==> src/rtl/lab2_proc_pkg.sv <==
// Shared definitions for the lab2 instruction encoder: immediate-type codes,
// the request record, and an immediate decoder that inverts the field packing.
`timescale 1ns/1ps
package lab2_proc_pkg;

   localparam logic [2:0] IMM_I = 3'd0;
   localparam logic [2:0] IMM_S = 3'd1;
   localparam logic [2:0] IMM_B = 3'd2;
   localparam logic [2:0] IMM_U = 3'd3;
   localparam logic [2:0] IMM_J = 3'd4;
   localparam logic [2:0] IMM_R = 3'd5;

   // Significant immediate widths, including the implied zero LSB for B and J
   localparam int IMM_I_W  = 12;
   localparam int IMM_B_W  = 13;
   localparam int IMM_J_W  = 21;
   localparam int IMM_U_LO = 12;

   typedef struct packed {
      logic [2:0]  imm_type;
      logic [6:0]  opcode;
      logic [2:0]  funct3;
      logic [6:0]  funct7;
      logic [4:0]  rd;
      logic [4:0]  rs1;
      logic [4:0]  rs2;
      logic [31:0] imm;
   } enc_req_t;

   function automatic logic [31:0] imm_decode(input logic [2:0] imm_type, input logic [31:0] inst);
      logic [31:0] imm;
      case (imm_type)
         IMM_I:   imm = {{(32-IMM_I_W){inst[31]}}, inst[31:20]};
         IMM_S:   imm = {{(32-IMM_I_W){inst[31]}}, inst[31:25], inst[11:7]};
         IMM_B:   imm = {{(32-IMM_B_W){inst[31]}}, inst[31], inst[7], inst[30:25], inst[11:8], 1'b0};
         IMM_U:   imm = {inst[31:12], {IMM_U_LO{1'b0}}};
         IMM_J:   imm = {{(32-IMM_J_W){inst[31]}}, inst[31], inst[19:12], inst[20], inst[30:21], 1'b0};
         default: imm = 32'd0;
      endcase
      return imm;
   endfunction

endpackage

==> src/rtl/lab2_proc_imm_range_check.sv <==
// Flags immediates that cannot be represented in the selected instruction format,
// and flags the two unused type codes.
`timescale 1ns/1ps
module lab2_proc_imm_range_check
   import lab2_proc_pkg::*;
(
   input  logic [2:0]  imm_type,
   input  logic [31:0] imm,
   output logic        err
);

   logic fits_is_s;
   logic fits_b_s;
   logic fits_j_s;

   // Upper bits must be a pure sign extension of the encodable field
   assign fits_is_s = (&imm[31:11]) | ~(|imm[31:11]);
   assign fits_b_s  = ((&imm[31:12]) | ~(|imm[31:12])) & ~imm[0];
   assign fits_j_s  = ((&imm[31:20]) | ~(|imm[31:20])) & ~imm[0];

   // Select the rule that applies to this format
   always_comb begin
      err = 1'b1;
      case (imm_type)
         IMM_I, IMM_S: err = ~fits_is_s;
         IMM_B:        err = ~fits_b_s;
         IMM_U:        err = |imm[11:0];
         IMM_J:        err = ~fits_j_s;
         IMM_R:        err = 1'b0;
         default:      err = 1'b1;
      endcase
   end

endmodule

==> src/rtl/lab2_proc_inst_encoder.sv <==
// Two-stage (X, W) valid/ready pipeline that packs instruction fields into a
// 32-bit word, flags unencodable immediates and keeps saturating statistics.
`timescale 1ns/1ps
module lab2_proc_inst_encoder
   import lab2_proc_pkg::*;
#(
   parameter int CNT_W = 16
) (
   input  logic             clk,
   input  logic             reset,
   input  logic             req_val,
   output logic             req_rdy,
   input  logic [2:0]       req_imm_type,
   input  logic [6:0]       req_opcode,
   input  logic [2:0]       req_funct3,
   input  logic [6:0]       req_funct7,
   input  logic [4:0]       req_rd,
   input  logic [4:0]       req_rs1,
   input  logic [4:0]       req_rs2,
   input  logic [31:0]      req_imm,
   output logic             resp_val,
   input  logic             resp_rdy,
   output logic [31:0]      resp_inst,
   output logic             resp_err,
   output logic [CNT_W-1:0] num_enc,
   output logic [CNT_W-1:0] num_err
);

   localparam logic [CNT_W-1:0] CNT_MAX = {CNT_W{1'b1}};
   localparam logic [CNT_W-1:0] CNT_ONE = {{(CNT_W-1){1'b0}}, 1'b1};

   enc_req_t    req_s;
   enc_req_t    x_req_r;
   logic        x_val_r;
   logic        w_val_r;
   logic        w_adv_s;
   logic        x_adv_s;
   logic [31:0] inst_s;
   logic        err_s;
   logic        xfer_s;

   assign req_s = '{imm_type: req_imm_type, opcode: req_opcode, funct3: req_funct3,
                    funct7: req_funct7, rd: req_rd, rs1: req_rs1, rs2: req_rs2, imm: req_imm};

   assign w_adv_s  = ~w_val_r | resp_rdy;
   assign x_adv_s  = ~x_val_r | w_adv_s;
   assign req_rdy  = x_adv_s;
   assign resp_val = w_val_r;
   assign xfer_s   = w_val_r & resp_rdy;

   lab2_proc_imm_range_check u_range (
      .imm_type (x_req_r.imm_type),
      .imm      (x_req_r.imm),
      .err      (err_s)
   );

   // Field packing for each format; unused type codes encode to zero
   always_comb begin
      inst_s = 32'd0;
      case (x_req_r.imm_type)
         IMM_I:   inst_s = {x_req_r.imm[11:0], x_req_r.rs1, x_req_r.funct3, x_req_r.rd, x_req_r.opcode};
         IMM_S:   inst_s = {x_req_r.imm[11:5], x_req_r.rs2, x_req_r.rs1, x_req_r.funct3,
                            x_req_r.imm[4:0], x_req_r.opcode};
         IMM_B:   inst_s = {x_req_r.imm[12], x_req_r.imm[10:5], x_req_r.rs2, x_req_r.rs1, x_req_r.funct3,
                            x_req_r.imm[4:1], x_req_r.imm[11], x_req_r.opcode};
         IMM_U:   inst_s = {x_req_r.imm[31:12], x_req_r.rd, x_req_r.opcode};
         IMM_J:   inst_s = {x_req_r.imm[20], x_req_r.imm[10:1], x_req_r.imm[11], x_req_r.imm[19:12],
                            x_req_r.rd, x_req_r.opcode};
         IMM_R:   inst_s = {x_req_r.funct7, x_req_r.rs2, x_req_r.rs1, x_req_r.funct3, x_req_r.rd,
                            x_req_r.opcode};
         default: inst_s = 32'd0;
      endcase
   end

   // Stage X: capture the accepted request
   always_ff @(posedge clk or posedge reset) begin
      if (reset) begin
         x_val_r <= 1'b0;
         x_req_r <= {($bits(enc_req_t)){1'b0}};
      end else if (x_adv_s) begin
         x_val_r <= req_val;
         if (req_val) begin
            x_req_r <= req_s;
         end
      end
   end

   // Stage W: hold the encoded word until the consumer takes it
   always_ff @(posedge clk or posedge reset) begin
      if (reset) begin
         w_val_r   <= 1'b0;
         resp_inst <= 32'd0;
         resp_err  <= 1'b0;
      end else if (w_adv_s) begin
         w_val_r <= x_val_r;
         if (x_val_r) begin
            resp_inst <= inst_s;
            resp_err  <= err_s;
         end
      end
   end

   // Saturating statistics, updated only on a delivered response
   always_ff @(posedge clk or posedge reset) begin
      if (reset) begin
         num_enc <= {CNT_W{1'b0}};
         num_err <= {CNT_W{1'b0}};
      end else if (xfer_s) begin
         if (num_enc != CNT_MAX) begin
            num_enc <= num_enc + CNT_ONE;
         end
         if (resp_err && (num_err != CNT_MAX)) begin
            num_err <= num_err + CNT_ONE;
         end
      end
   end

endmodule

==> config.mk <==
export PLATFORM = sky130hd
export DESIGN_NAME = lab2_proc_inst_encoder
export DESIGN_NICKNAME = d
export VERILOG_FILES = /design/src/rtl/lab2_proc_pkg.sv /design/src/rtl/lab2_proc_imm_range_check.sv /design/src/rtl/lab2_proc_inst_encoder.sv
export SDC_FILE = /design/constraint.sdc
export NUM_CORES = 1
export LEC_CHECK = 0
export ABC_AREA = 1
export ABC_CLOCK_PERIOD_IN_PS = 5200
export CORE_ASPECT_RATIO = 0.5
export CORE_MARGIN = 4
export CORE_UTILIZATION = 51
export DETAILED_ROUTE_END_ITERATION = 10
export PLACE_DENSITY = 0.77
export REMOVE_ABC_BUFFERS = 1
export SETUP_SLACK_MARGIN = 0.02
export SLEW_MARGIN = 5
export SYNTH_ARGS = -nofsm -noshare
export SYNTH_HDL_FRONTEND = slang
export SYNTH_SLANG_ARGS = --single-unit
export TNS_END_PERCENT = 50
==> constraint.sdc <==
create_clock -name clk -period 5.2 [get_ports clk]
set_input_delay 1.04 -clock clk [delete_from_list [all_inputs] [get_ports clk]]
set_output_delay 1.04 -clock clk [all_outputs]
set_load 0.005 [all_outputs]
==> key figures, run 1 <==
Setup path
  – Worst flop-to-flop path endpoint: resp_inst[16]
  – RR Startpoint: resp_val
  – Reg2reg path depth: 4
  – Worst Path Max Fanout: 3
  – CP startpoint kind: input pin
  – Arr. time, crit path: approximately 2.3 ns
  – Worst path max stage delay: 0.54 ns
  – CP endpoint kind: primary output
  – CP Launch Point: resp_rdy
  – R2R Setup Slk: 2.88 ns
  – Critical path required time: approximately 4.2 ns
  – Critical path cell sequence: clkdlybuf4s50_1, inv_1, nand3_1, clkdlybuf4s50_1
  – Kind of critical path: input pin to primary output
  – Worst setup path end: req_rdy
  – Max stage delay cell, worst path: clkdlybuf4s50_1
  – Most frequent CP cell: clkdlybuf4s50_1

Clock tree
  – Clk slew on worst S/H paths: 0.06 ns
  – Resize count post-CTS: 0
  – Num Clock Sinks: 134
  – Postcts setup bufs: 0
  – Hold_buf cts: 0
  – CTS tree: built
  – H-tree levels: 4
  – Clk_lat worst skew: 0.41 ns
  – Maximum clock insertion buffer count: 2
  – Total CTS buffers: 17
  – Root Buffer: clkbuf_16

Route
  – Initial DRC Count: between 400 and 500
  – WL per Instance: 14.9 um
  – Vias per cell: between 5 and 6
  – Via count: around 5300
  – Final wirelength: 15.3 mm
  – Post-route antenna net violation count: 0
  – Initial DRT Pass Iterations: 5
  – # DRC: 0

GRT
  – Grt total ovfl: 0
  – Initial antenna violation count: 0
  – First-pass GRT wire length: 25.1 mm
  – Total GRT Usage: ~22%
  – Largest net degree at the start of global routing: 92
  – Grt peak-use layer: met2
  – Met2 Resource Use GR: a little over a third
  – Vias in the first global route: 5162
  – Fraction of met1 tracks used by global routing: 31.2%
  – Met3 Track Usage GR: 3.94%

Floorplanning
  – Die Width: 164 um
  – Starting Density: between 50% and 60%
  – Rows: 28
  – Core Region: roughly 12000 um^2
  – I/O pin count: 138
  – Die ar.: roughly 14000 um^2
  – Die Ht: between 80 and 90 um

Outcome
  – Status: completed

Timing
  – Setup TNS: 0 ns
  – RSZ-0062 raised after global routing: no
  – Rel. slew slack: 33.6%
  – Slew Limit Fails: 0
  – Crit path time final: 3.36 ns
  – Worst-margin pin slew: between 0.9 and 1 ns
  – Fin. Hold Viols: 0
  – Fmax: 298 MHz
  – Layout Skew: 0.00723 ns
  – Final worst-path cycle share: 64.6%
  – WHS: 0.482 ns
  – Setup violators final: 0

Yosys
  – Post-synthesis xor/xnor area fraction: 3.66%
  – Share of the synthesized area in the top cell type: 54.0%
  – Post-synthesis adder-cell area fraction: less than 1%
  – Post-synth EDFFs: 0
  – Cell Area, Synth: 6210 um^2
  – Synth top area cells: dfrtp_1 54%, nand2_1 9.1%, nor2_1 5.9%
  – Top_reg_cell synth: dfrtp_1
  – Post-synthesis sequential area ratio: 54.0%
  – Cell taking the most area after synthesis: dfrtp_1
  – Post-synthesis cell type count: 36
  – Ys async rst share: 100%
  – Avg Inst Size Synth: 8.78 um^2
  – FF+latch count, synth: between 100 and 150
  – Synthesis Warnings: 0
  – Largest family of logic cells by synthesized area: simple AND/OR/NAND/NOR gates
  – Cells after Synth: 708
  – Multiplexer share of the synthesized area: under 10%
  – Synth Area in Simple Gates: 21.2%
  – Synth Area in Compound Gates: 9.78%

Pwr
  – Psw: 1.07 mW
  – Switching part of the total: 29.8%
  – Comb power frac: 25.1%
  – Clock power frac: 34.1%
  – Int Pwr: 2.52 mW
  – Maximum VDD drop: about 0.00023 V
  – Pwr/cell area: 430 nW/um^2
  – Register share of total power: around 41%
  – Overall power: approximately 3.6 mW
  – Pleak: between 3 and 4 nW

Cells and area
  – Final core occ: 70.4%
  – Layout Cells excl Fill: 1027
  – Commonest non-fill, non-tap cells in the layout: 149 x nand2_1, 137 x clkdlybuf4s50_1, 134 x dfrtp_1
  – Layout fillers: about 910
  – Area Overhead vs Synth: 34.5%
  – Post-layout nets: 922
  – Most common cell after layout, fill and taps aside: nand2_1
  – ANT cells: 0
  – Share of cells above drive strength 1: 9.86%

Place
  – Routability cong.: 0.884
  – Buffers on Ports: 137
  – Placed Instances: 995
  – Final HPWL DP: between 10 and 15 mm

Worst hold path
  – Hold Startpoint: resp_inst[7]
  – Worst hold path type: register to register

Job
  – Max cap viols: 0
-- state kept, by name, summed over array words and instances, names as in the netlist --
register / cells
resp_inst: 32
resp_err: 1
x_val_r: 1
num_err: 16
num_enc: 16
resp_val: 1
x_req_r: 67
-- routing by layer --
layer  wire length (um)  vias to the layer above  part of all wire (%)
met5                  0                        -                     0
met2               7350                      130                    48
met1               7090                     2557                    46
met4                221                        0                   1.4
met3                616                       21                   4.0
li1                   -                     2573                     -
-- critical path: cells and delay by family --
kind | cells | cell delay [ns]
buffers and inverters | 3 | 1.10
and+or+nand+nor | 1 | 0.18
-- worst min path at each step --
| stage | end | cells past startpoint | slack, ns |
|---|---|---|---|
| floorplan | resp_val | 2 | 0.46 |
| global placement | resp_val | 2 | 0.46 |
| detailed placement | resp_inst[7] | 2 | 0.47 |
| CTS | resp_inst[7] | 2 | 0.49 |
| global route | resp_inst[19] | 2 | 0.51 |
| finish | resp_inst[7] | 2 | 0.48 |
-- power by group through the flow --
stage,logic [mW],registers [mW],clock network (mW)
6_report,0.904,1.47,1.23
3_5_place_dp,0.903,1.48,0
3_3_place_gp,0.878,1.48,0
5_1_grt,1.00,1.50,1.29
2_1_floorplan,0.430,1.45,0
4_1_cts,0.911,1.47,1.24
-- logic make-up after synthesis --
family | Yosys count
AND/OR/NAND/NOR | 310
AO/OA/AOI/OAI | 117
XOR/XNOR | 26
adder cells (fa/ha/maj) | 2
multiplexers | 29
buffers and inverters | 90
flip-flops | 134
-- through the flow --
stage	cell area [um^2]	setup slack, ns
global placement	7740	1.86
finish	8360	1.84
CTS	8360	1.83
detailed placement	7740	1.79
global route	8360	1.81
floorplan	6120	0.577
-- cell type report --
| class | count | area (um^2) | area share (%) |
|---|---|---|---|
| timing repair buffer | 141 | 1400 | 16.8 |
| clock inverter | 10 | 119 | 1.42 |
| clock buffer | 22 | 494 | 5.91 |
| inverter | 71 | 272 | 3.25 |
| tap | 165 | 206 | 2.47 |
| sequential | 134 | 3350 | 40.1 |
| multi-input combinational | 484 | 2510 | 30.1 |
-- synth_stat cells (3+ instances only) --
cell type / count
nor2_2: 3
nand3_1: 28
nand4_1: 6
nor3_4: 3
a21oi_1: 60
nor2_1: 97
xnor2_1: 10
nor3_1: 12
nand2_1: 150
xor2_1: 16
a31oi_1: 3
dfrtp_1: 134
mux2_2: 29
buf_2: 8
inv_2: 5
o21ai_0: 33
inv_1: 64
clkbuf_1: 7
o21ai_1: 15
No activity file was read; power rests on OpenSTA's default activity.
==> inputs of run 2 (changes only) <==
--- a/config.mk
+++ b/config.mk
@@ -6,12 +6,12 @@
 export NUM_CORES = 1
 export LEC_CHECK = 0
 export ABC_AREA = 1
-export ABC_CLOCK_PERIOD_IN_PS = 5200
+export ABC_CLOCK_PERIOD_IN_PS = 2900
 export CORE_ASPECT_RATIO = 0.5
 export CORE_MARGIN = 4
-export CORE_UTILIZATION = 51
+export CORE_UTILIZATION = 46
 export DETAILED_ROUTE_END_ITERATION = 10
-export PLACE_DENSITY = 0.77
+export PLACE_DENSITY = 0.73
 export REMOVE_ABC_BUFFERS = 1
 export SETUP_SLACK_MARGIN = 0.02
 export SLEW_MARGIN = 5
==> constraint.sdc (replaced) <==
create_clock -name clk -period 2.9 [get_ports clk]
set_input_delay 0.58 -clock clk [delete_from_list [all_inputs] [get_ports clk]]
set_output_delay 0.58 -clock clk [all_outputs]
set_load 0.005 [all_outputs]
==> key figures, run 2 (synthesis results as in run 1) <==
Route
  – Post-route antenna net violation count: 0
  – WL per Instance: 14.7 um
  – Vias per cell: 5.06
  – Initial DRC Count: 431
  – # DRC: 0
  – Initial DRT Pass Iterations: 5
  – Via count: 5250
  – Final wirelength: 15.3 mm

Cells and area
  – Share of cells above drive strength 1: 10.4%
  – Reg with most FFs: x_req_r
  – Post-layout nets: between 900 and 1000
  – Fin area: ~8500 um^2
  – Area Overhead vs Synth: 36.1%
  – Layout fillers: approximately 1100
  – Multi-input logic area: 2510 um^2
  – ANT cells: 0
  – Max FFs per register: 67
  – Sequential cell area: between 3000 and 4000 um^2
  – Largest registers: x_req_r: 67 flops, resp_inst: 32 flops
  – Commonest non-fill, non-tap cells in the layout: 149 x nand2_1, 137 x clkdlybuf4s50_1, 134 x dfrtp_1
  – Most common cell after layout, fill and taps aside: nand2_1

Timing
  – Worst-margin pin slew: 0.646 ns
  – Layout Skew: 0.0115 ns
  – Fin. Hold Viols: 0
  – Final worst-path cycle share: slightly below 90%
  – WHS: about 0.48 ns
  – Crit path time final: 2.51 ns
  – Setup violators final: 0
  – Setup WS post-layout: between 0.3 and 0.4 ns
  – Rel. slew slack: 56.8%
  – RSZ-0062 raised after global routing: no
  – Slew Limit Fails: 0
  – Fmax: approximately 400 MHz

GRT
  – Met2 Resource Use GR: roughly 33%
  – Grt total ovfl: 0
  – First-pass GRT wire length: 25.6 mm
  – Met3 Track Usage GR: 3.51%
  – Vias in the first global route: between 5000 and 6000
  – Total GRT Usage: 20.2%
  – Grt peak-use layer: met2
  – Fraction of met1 tracks used by global routing: 27.8%
  – Largest net degree at the start of global routing: 50
  – Initial antenna violation count: 0

Place
  – Buffers on Ports: 137
  – Post-DP Area: 7840 um^2
  – Final HPWL DP: 10.9 mm
  – Worst slack, placed: 0.406 ns
  – Routability cong.: 0.876

Clock tree
  – Total CTS buffers: 17
  – Resize count post-CTS: 0
  – Num Clock Sinks: 134
  – Clk_lat worst skew: ~0.4 ns
  – CTS tree: built
  – Hold_buf cts: 0
  – Root Buffer: clkbuf_16
  – Clk slew on worst S/H paths: 0.06 ns
  – Maximum clock insertion buffer count: 2
  – Postcts setup bufs: 0
  – H-tree levels: 4

Setup path
  – Worst Path Max Fanout: 3
  – CP startpoint kind: input pin
  – Critical path required time: 2.32 ns
  – Arr. time, crit path: 1.93 ns
  – R2R Setup Slk: between 0.8 and 0.9 ns
  – CP endpoint kind: primary output
  – Kind of critical path: input pin to primary output

Pwr
  – Int Pwr: 4.57 mW
  – Register share of total power: 40.3%
  – Comb power frac: 25.1%
  – Pwr/cell area: 769 nW/um^2
  – Pleak: 3.86 nW
  – Switching part of the total: 29.8%
  – Clock power frac: around 35%
  – Psw: 1.94 mW
  – Maximum VDD drop: 0.000348 V

Floorplanning
  – Core Region: 13000 um^2
  – Die Width: 172 um
  – I/O pin count: 138
  – Rows: 29
  – Starting Density: between 40% and 50%
  – Die Ht: ~90 um
  – Die ar.: 15500 um^2

Job
  – Max cap viols: 0

Outcome
  – Status: completed

Worst hold path
  – Worst hold path type: register to register
## run 2: cell count changes in the layout (fill, tap and decap cells not counted)
cell,previous run,this run
clkinvlp_4,3,1
buf_12,0,4
inv_6,2,4
bufinv_16,2,3
clkinv_4,2,4
buf_4,4,5
clkbuf_8,5,2
## run 2: cell type report
| class | count | area share (%) |
|---|---|---|
| well taps | 170 | 2.51 |
| flip-flops and latches | 134 | 39.6 |
| multi-input cells | 484 | 29.7 |
| clock inverters | 13 | 2.00 |
| clock buffers | 19 | 5.35 |
| repair buffers | 146 | 17.6 |
| inverters | 71 | 3.21 |
## run 2: metal layers
| layer | part of all wire (%) | vias up |
|---|---|---|
| met3 | 4.5 | 17 |
| met1 | 45 | 2499 |
| met2 | 49 | 154 |
| met4 | 1.0 | 0 |
| li1 | - | 2580 |
| met5 | 0 | - |
## run 2: worst max-delay path, cell delays in order
cell and delay, ns:
clkdlybuf4s50_1 0.52, inv_1 0.09, nand3_1 0.18, clkdlybuf4s50_1 0.56
## run 2: path summary, 6_finish.rpt
check / to / start / cells after the start
worst max-delay path: req_rdy / resp_rdy / 4
worst min-delay path: resp_inst[7] / resp_inst[7] / 2
worst max register to register: num_err[14] / num_err[0] / 8
worst min register to register: resp_inst[7] / resp_inst[7] / 2
max in group asynchronous: resp_inst[27] / reset / 3
min in group asynchronous: num_enc[10] / reset / 2
## run 2: power groups by stage
stage	combinational [mW]	clock (mW)	sequential (mW)
CTS	1.66	2.29	2.62
global route	1.81	2.37	2.69
detailed placement	1.64	0	2.64
floorplan	0.771	0	2.59
global placement	1.61	0	2.63
finish	1.63	2.25	2.62
## run 2: per-stage QoR
| step | std cells | util (%) | TNS (ns) | total power, mW |
|---|---|---|---|---|
| 2_1_floorplan | 689 | - | -180.35 | 3.36 |
| 3_3_place_gp | 1005 | 60.5 | 0 | 4.25 |
| 3_5_place_dp | 1005 | 60.5 | 0 | 4.29 |
| 4_1_cts | 1037 | 65.3 | 0 | 6.56 |
| 5_1_grt | 1037 | 65.3 | 0 | 6.87 |
| 6_report | 1037 | 65.3 | 0 | 6.51 |
==> inputs of run 3 (changes only) <==
--- a/config.mk
+++ b/config.mk
@@ -6,7 +6,6 @@
 export NUM_CORES = 1
 export LEC_CHECK = 0
 export ABC_AREA = 1
-export ABC_CLOCK_PERIOD_IN_PS = 2900
 export CORE_ASPECT_RATIO = 0.5
 export CORE_MARGIN = 4
 export CORE_UTILIZATION = 46
==> results of run 3 <==
No change in the layout: final DEF, timing and power equal those of run 2.
